**src/rtl/llsc_monitor_if.sv**
```systemverilog
`default_nettype none
// ============================================================================
// Module      : llsc_monitor_if
// Description : Bundle of MEM-stage LL/SC requests, exception flush, store
//               snoops and the reservation status returned by llsc_monitor.
//               slave  modport : the monitor (consumes requests, drives status)
//               master modport : the MEM stage / interconnect side
//               Ports carried:
//                 flush, ll_valid, ll_addr, sc_valid, sc_addr,
//                 snoop_valid, snoop_addr          (to monitor)
//                 sc_success, llbit_o, lladdr_o,
//                 resv_lost                        (from monitor)
// Revision    : 1.0 - initial release
// ============================================================================
interface llsc_monitor_if #(
  parameter int ADDR_W = 32
);
  logic              flush;
  logic              ll_valid;
  logic [ADDR_W-1:0] ll_addr;
  logic              sc_valid;
  logic [ADDR_W-1:0] sc_addr;
  logic              snoop_valid;
  logic [ADDR_W-1:0] snoop_addr;
  logic              sc_success;
  logic              llbit_o;
  logic [ADDR_W-1:0] lladdr_o;
  logic              resv_lost;

  modport slave (
    input  flush, ll_valid, ll_addr, sc_valid, sc_addr, snoop_valid, snoop_addr,
    output sc_success, llbit_o, lladdr_o, resv_lost
  );

  modport master (
    output flush, ll_valid, ll_addr, sc_valid, sc_addr, snoop_valid, snoop_addr,
    input  sc_success, llbit_o, lladdr_o, resv_lost
  );
endinterface
`default_nettype wire

```
**src/rtl/llsc_monitor.sv**
```systemverilog
`default_nettype none
// ============================================================================
// Module      : llsc_monitor
// Description : LL/SC reservation controller. Holds the link bit and link
//               address, kills the reservation on a matching remote store
//               snoop or after TIMEOUT cycles, and returns a zero-latency SC
//               pass/fail result to the MEM stage.
//               Ports:
//                 clk  - clock, rising edge
//                 rst  - synchronous active-high reset
//                 bus  - llsc_monitor_if.slave (requests in, status out)
//               ADDR_W must match the ADDR_W of the connected interface.
// Revision    : 1.0 - initial release
// ============================================================================
module llsc_monitor #(
  parameter int ADDR_W   = 32,
  parameter int GRAN_LSB = 2,
  parameter int TIMEOUT  = 1024,
  parameter int CNT_W    = 11
) (
  input  wire logic        clk,
  input  wire logic        rst,
  llsc_monitor_if.slave    bus
);

  typedef enum logic [0:0] {
    ST_IDLE     = 1'b0,
    ST_RESERVED = 1'b1
  } state_t;

  localparam bit             c_TIMEOUT_EN   = (TIMEOUT != 0);
  // Terminal count of a live reservation; unused when the timeout is off.
  localparam logic [CNT_W-1:0] c_TIMEOUT_LAST = CNT_W'((TIMEOUT == 0) ? 0 : TIMEOUT - 1);
  localparam logic [CNT_W-1:0] c_CNT_ONE      = CNT_W'(1);

  state_t            r_state, w_state_nxt;
  logic [CNT_W-1:0]  r_cnt, w_cnt_nxt;
  logic [ADDR_W-1:0] r_lladdr, w_lladdr_nxt;
  logic              r_lost, w_lost_nxt;
  logic              w_llbit;
  logic              w_snoop_hit;
  logic              w_ll_snoop_clash;

  // Addresses are equal when they fall into the same granule.
  function automatic logic f_match(input logic [ADDR_W-1:0] a, input logic [ADDR_W-1:0] b);
    return a[ADDR_W-1:GRAN_LSB] == b[ADDR_W-1:GRAN_LSB];
  endfunction

  assign w_llbit          = (r_state == ST_RESERVED);
  assign w_snoop_hit      = bus.snoop_valid & w_llbit & f_match(bus.snoop_addr, r_lladdr);
  // A remote store to the granule being linked in this very cycle may have
  // raced the load, so the reservation is never established.
  assign w_ll_snoop_clash = bus.snoop_valid & f_match(bus.snoop_addr, bus.ll_addr);

  assign bus.sc_success = bus.sc_valid & w_llbit & f_match(bus.sc_addr, r_lladdr)
                          & ~w_snoop_hit & ~bus.flush;
  assign bus.llbit_o    = w_llbit;
  assign bus.lladdr_o   = r_lladdr;
  assign bus.resv_lost  = r_lost;

  always_ff @(posedge clk) begin
    if (rst) begin
      r_state  <= ST_IDLE;
      r_cnt    <= '0;
      r_lladdr <= '0;
      r_lost   <= 1'b0;
    end else begin
      r_state  <= w_state_nxt;
      r_cnt    <= w_cnt_nxt;
      r_lladdr <= w_lladdr_nxt;
      r_lost   <= w_lost_nxt;
    end
  end

  always_comb begin
    w_state_nxt  = r_state;
    w_cnt_nxt    = r_cnt;
    w_lladdr_nxt = r_lladdr;
    w_lost_nxt   = 1'b0;

    if (bus.flush) begin
      // Architectural clear, not reported as a loss.
      w_state_nxt = ST_IDLE;
      w_cnt_nxt   = '0;
    end else if (bus.sc_valid) begin
      // SC consumes the reservation whether it passed or failed; a
      // simultaneous LL is an illegal combination and is dropped.
      w_state_nxt = ST_IDLE;
      w_cnt_nxt   = '0;
    end else if (bus.ll_valid) begin
      w_lladdr_nxt = bus.ll_addr;
      w_cnt_nxt    = '0;
      w_state_nxt  = w_ll_snoop_clash ? ST_IDLE : ST_RESERVED;
    end else if (w_snoop_hit) begin
      w_state_nxt = ST_IDLE;
      w_cnt_nxt   = '0;
      w_lost_nxt  = 1'b1;
    end else if (w_llbit && c_TIMEOUT_EN && (r_cnt == c_TIMEOUT_LAST)) begin
      w_state_nxt = ST_IDLE;
      w_cnt_nxt   = '0;
      w_lost_nxt  = 1'b1;
    end else if (w_llbit) begin
      // Saturate rather than wrap (only reachable with the timeout off).
      if (r_cnt != '1) begin
        w_cnt_nxt = r_cnt + c_CNT_ONE;
      end
    end else begin
      w_cnt_nxt = '0;
    end
  end

endmodule
`default_nettype wire

```
**src/flat_wrapper.sv**
```systemverilog
// flat-port wrapper written by rule: the top's interface ports become plain ports
module llsc_monitor_flat 
#(
  parameter int ADDR_W   = 32,
  parameter int GRAN_LSB = 2,
  parameter int TIMEOUT  = 1024,
  parameter int CNT_W    = 11
)
  (clk, rst, bus_flush, bus_ll_valid, bus_ll_addr, bus_sc_valid, bus_sc_addr, bus_snoop_valid, bus_snoop_addr, bus_sc_success, bus_llbit_o, bus_lladdr_o, bus_resv_lost);
  llsc_monitor_if #(.ADDR_W(ADDR_W)) bus_i ();
  input  wire logic clk;
  input  wire logic rst;
  input wire logic [$bits(bus_i.flush)-1:0] bus_flush;
  input wire logic [$bits(bus_i.ll_valid)-1:0] bus_ll_valid;
  input wire logic [$bits(bus_i.ll_addr)-1:0] bus_ll_addr;
  input wire logic [$bits(bus_i.sc_valid)-1:0] bus_sc_valid;
  input wire logic [$bits(bus_i.sc_addr)-1:0] bus_sc_addr;
  input wire logic [$bits(bus_i.snoop_valid)-1:0] bus_snoop_valid;
  input wire logic [$bits(bus_i.snoop_addr)-1:0] bus_snoop_addr;
  output wire logic [$bits(bus_i.sc_success)-1:0] bus_sc_success;
  output wire logic [$bits(bus_i.llbit_o)-1:0] bus_llbit_o;
  output wire logic [$bits(bus_i.lladdr_o)-1:0] bus_lladdr_o;
  output wire logic [$bits(bus_i.resv_lost)-1:0] bus_resv_lost;
  assign bus_i.flush = bus_flush;
  assign bus_i.ll_valid = bus_ll_valid;
  assign bus_i.ll_addr = bus_ll_addr;
  assign bus_i.sc_valid = bus_sc_valid;
  assign bus_i.sc_addr = bus_sc_addr;
  assign bus_i.snoop_valid = bus_snoop_valid;
  assign bus_i.snoop_addr = bus_snoop_addr;
  assign bus_sc_success = bus_i.sc_success;
  assign bus_llbit_o = bus_i.llbit_o;
  assign bus_lladdr_o = bus_i.lladdr_o;
  assign bus_resv_lost = bus_i.resv_lost;
  llsc_monitor #(.ADDR_W(ADDR_W), .GRAN_LSB(GRAN_LSB), .TIMEOUT(TIMEOUT), .CNT_W(CNT_W)) u_core (.clk(clk), .rst(rst), .bus(bus_i));
endmodule
```
**config.mk**
```make
export PLATFORM = sky130hd
export DESIGN_NAME = llsc_monitor_flat
export DESIGN_NICKNAME = d
export VERILOG_FILES = /design/src/rtl/llsc_monitor_if.sv /design/src/rtl/llsc_monitor.sv /design/src/flat_wrapper.sv
export SDC_FILE = /design/constraint.sdc
export NUM_CORES = 1
export LEC_CHECK = 0
export CAP_MARGIN = 0
export CORE_MARGIN = 2
export CORE_UTILIZATION = 36
export DETAILED_ROUTE_END_ITERATION = 10
export GPL_ROUTABILITY_DRIVEN = 0
export PLACE_DENSITY = 0.77
export SYNTH_ARGS = -nofsm -noshare
export SYNTH_HDL_FRONTEND = slang
export SYNTH_SLANG_ARGS = --single-unit
```
**constraint.sdc**
```tcl
create_clock -name clk -period 1.7 [get_ports clk]
set_input_delay 0.34 -clock clk [delete_from_list [all_inputs] [get_ports clk]]
set_output_delay 0.34 -clock clk [all_outputs]
set_load 0.01 [all_outputs]
```
==> results by group <==
Logic synthesis
  • XOR/XNOR Fraction of Synth Area: 0.313
  • Mapped Area: ~0.0027 mm^2
  • Register area share after synthesis: 0.336
  • Synth area leader: dfxtp_1
  • Number of enable flip-flop cells after synthesis: 0
  • Adder-cell share of the synthesized area: 0.00466
  • Syn nets: 432
  • Largest family of logic cells by synthesized area: XOR/XNOR gates
  • Synth Area in Compound Gates: 0.0932
  • Ys async rst share: 0
  • Post-Syn Instances: 329
  • Post-synth top area share: 0.336
  • Yosys warning count: 0
  • Synth Flop Type: dfxtp_1
  • Post-synthesis mux area share: 0.00373
  • Post-Syn Area per Cell: 8.16 um^2
  • Top post-synthesis cells by area: dfxtp_1 34%, xor2_1 19%, xnor2_1 12%, nand2_1 9.8%, a21oi_1 6.2%
  • Simple-gate share of the synthesized area: 0.226
  • Synth cell types: 30
  • Synth Register Bits: 45

Power
  • Psw: 0.710 mW
  • Reg power frac: 0.437
  • Leakage: 2.25 nW
  • Net Sw Frac: 0.280
  • Clock power frac: 0.259
  • Pwr/cell area: roughly 490 mW/mm^2
  • Comb power frac: 0.304
  • Peak supply drop: 0.000289 V
  • Internal: 1.82 mW
  • Total power: 2.53 mW

Route
  • Met3 wire length: 733 um
  • DRC Markers: 0
  • M1 WL: 4050 um
  • DRT Wirelength: 10,800 um
  • DR WL/cell: between 15 and 20 um
  • Drt pass-1 iters: 4
  • Initial DRC count: 204
  • Via count: roughly 3.2k
  • Vias/cell: 4.98
  • WL met2: 5710 um
  • DRT antenna net count: 0
  • DR top layer: met4

STA
  • Clock Skew: 10.6 ps
  • Final hold vios: 0
  • Worst slew margin: 0.743
  • Max Freq: 442 MHz
  • Min cycle time layout: 2260 ps
  • Setup ws final: -565 ps
  • RSZ-0062 raised after global routing: yes
  • Final Setup Violations: 13
  • Worst-Margin Slew: 386 ps
  • Fin. max-slew vios: 0
  • Fin crit share: 1.33

Setup path
  • RR Endpoint: u_core.r_cnt[4]
  • Crit path DAT: 1920 ps
  • CP startpoint kind: flip-flop
  • Setup CP Type: flip-flop to primary output
  • Worst Setup End Kind: primary output
  • Launch point of the worst reg-to-reg path: u_core.bus.lladdr_o[25]
  • Register-to-register setup slack: -260 ps
  • Worst Path Max Fanout: 4
  • CP required: roughly 1400 ps
  • FF-to-FF path depth: 9

CTS
  • Htree depth: 2
  • # hold bufs at CTS: 0
  • Clock-pin transition on the worst setup and hold timing paths: about 90 ps
  • Cts bufs inserted: 5
  • Worst-Skew Late Latency: 300 ps
  • Longest Clk Path Bufs: 2
  • CTS tree: built
  • Clock Tree Root: clkbuf_8
  • Clk sinks: 45

Flow run
  • Max-Cap Viols: 0

Placed design
  • Placed cell area: ~0.0047 mm^2
  • HPWL Detailed: just over 8000 um
  • Placed insts: 630
  • IO buf count: ~130
  • Post-Place Worst Slack: -1070 ps

Die
  • Chip Height: 90.4 um
  • Core box area: 0.00725 mm^2
  • I/O Pins: around 140
  • Rows: 31
  • Initial Util: 0.370
  • Die Width: roughly 90 um
  • Die area: 0.00816 mm^2

Cells and area
  • ANT cells: 0
  • Share of cells above drive strength 1: 0.286
  • Final Core Density: 0.710
  • Final Non-Filler Cells: 645
  • P&R area growth vs syn: 91.7%
  • Layout filler cell count: 550
  • Design Area, Final: slightly above 0.005 mm^2
  • Nets@finish: 648

Global routing
  • Largest net degree at the start of global routing: 34
  • First-pass GRT wire length: between 15,000 and 20,000 um
  • Global Route Usage Sum: 0.255
  • Total gr overflow: 0
  • Antenna violations before repair: 0
  • Number of global-route vias before repair: roughly 3.4k

Min path
  • Hold/Removal Path Class: flip-flop to flip-flop
  • WHS Endpoint: u_core.bus.lladdr_o[0]
  • Hold Startpoint: u_core.bus.lladdr_o[0]
  • Hold path depth: 2

Status
  • Status: finished, violations left
  • Failing checks: negative setup slack
-- power by group through the flow --
| stage | logic [mW] | clock network [mW] | registers (mW) |
|---|---|---|---|
| 6_report | 0.769 | 0.656 | 1.11 |
| 5_1_grt | 0.815 | 0.718 | 1.11 |
| 4_1_cts | 0.743 | 0.663 | 1.11 |
| 3_5_place_dp | 0.732 | 0 | 1.13 |
| 3_3_place_gp | 0.725 | 0 | 1.13 |
| 2_1_floorplan | 0.212 | 0 | 1.14 |
-- what timing repair did --
| item | CTS | global route |
|---|---|---|
| cloned | 1 | 0 |
| pin swaps | 15 | 25 |
| setup buffers | 4 | 4 |
| setup endpoints to repair | 23 | 27 |
| gates resized for setup | 57 | 57 |
-- sequential cells by signal, indices dropped and copies added, names as in the netlist --
signal,flops
u_core.bus.lladdr_o,32
u_core.r_cnt,11
u_core.bus.llbit_o,1
u_core.bus.resv_lost,1
-- final cells by class --
class / count / area (um^2) / share of cell area
clock buffers: 8 / 80.1 / 0.0156
flip-flops and latches: 45 / 948 / 0.184
repair buffers: 222 / 2060 / 0.401
well taps: 99 / 124 / 0.0241
inverters: 1 / 3.75 / 0.000729
multi-input cells: 270 / 1930 / 0.375
-- layout by cell type (no fill, tap or decap), types with 5 or more instances in the layout --
cell type / instances
dfxtp_2: 20
nor4_2: 10
dfxtp_4: 6
nand2_1: 69
nor4_1: 6
a21oi_1: 33
xor2_1: 53
dlymetal6s2s_1: 15
nor3_2: 8
clkdlybuf4s50_1: 91
clkbuf_8: 5
nand3_1: 5
nand4_1: 12
dlygate4sd2_1: 25
xor2_2: 5
xnor2_1: 36
dfxtp_1: 19
buf_4: 83
-- cells by family (layout without fill, tap and decap cells) --
logic type	Yosys count	count (layout)
AO/OA/AOI/OAI	44	44
XOR/XNOR	96	96
buffers and inverters	14	231
multiplexers	1	1
flip-flops	45	45
AND/OR/NAND/NOR	128	128
adder cells (fa/ha/maj)	1	1
-- cells in the mapped netlist (2+ instances only) --
cell      count
buf_2         4
dfxtp_1      45
nor2_1        5
xnor2_1      38
and3_1        3
a211oi_1      2
a31oi_1       2
o21ai_2       2
nand2_1      70
nand3_1       6
and2_1        2
nor3_1       10
a21oi_1      33
clkbuf_1      8
xor2_1       58
nor4_1       16
nand4_1      12
-- per-stage QoR --
step	hold WS, ps	TNS, ps
after detailed placement	457	-8310
final	463	-3490
after floorplan	454	0
after CTS	466	-1730
after global routing	493	-3790
after global placement	443	-7360
-- critical path: stages, from the launching register on --
cell and delay, ps:
dfxtp_2 360, xor2_1 170, nor4_1 370, buf_4 170, nand4_1 130, o21ai_2 200
nor3_2 80, buf_2 140
-- routing by layer --
layer  vias up  track usage
met1      1497        0.284
met2       135        0.478
li1       1549            -
met5         -            0
met3        29       0.0576
met4         0       0.0782
-- how the worst max path moves through the flow --
stage               slack (ps)                    start        endpoint  depth (start not counted)
finish                    -560  u_core.bus.lladdr_o[25]  bus_sc_success                          7
global route              -600  u_core.bus.lladdr_o[25]  bus_sc_success                          7
CTS                       -470  u_core.bus.lladdr_o[14]  bus_sc_success                          7
detailed placement       -1070          bus_sc_addr[26]  bus_sc_success                          6
global placement         -1090          bus_sc_addr[26]  bus_sc_success                          6
floorplan                  0.6  u_core.bus.lladdr_o[21]  bus_sc_success                          6
Note: power is estimated with default switching activity, not from simulation.
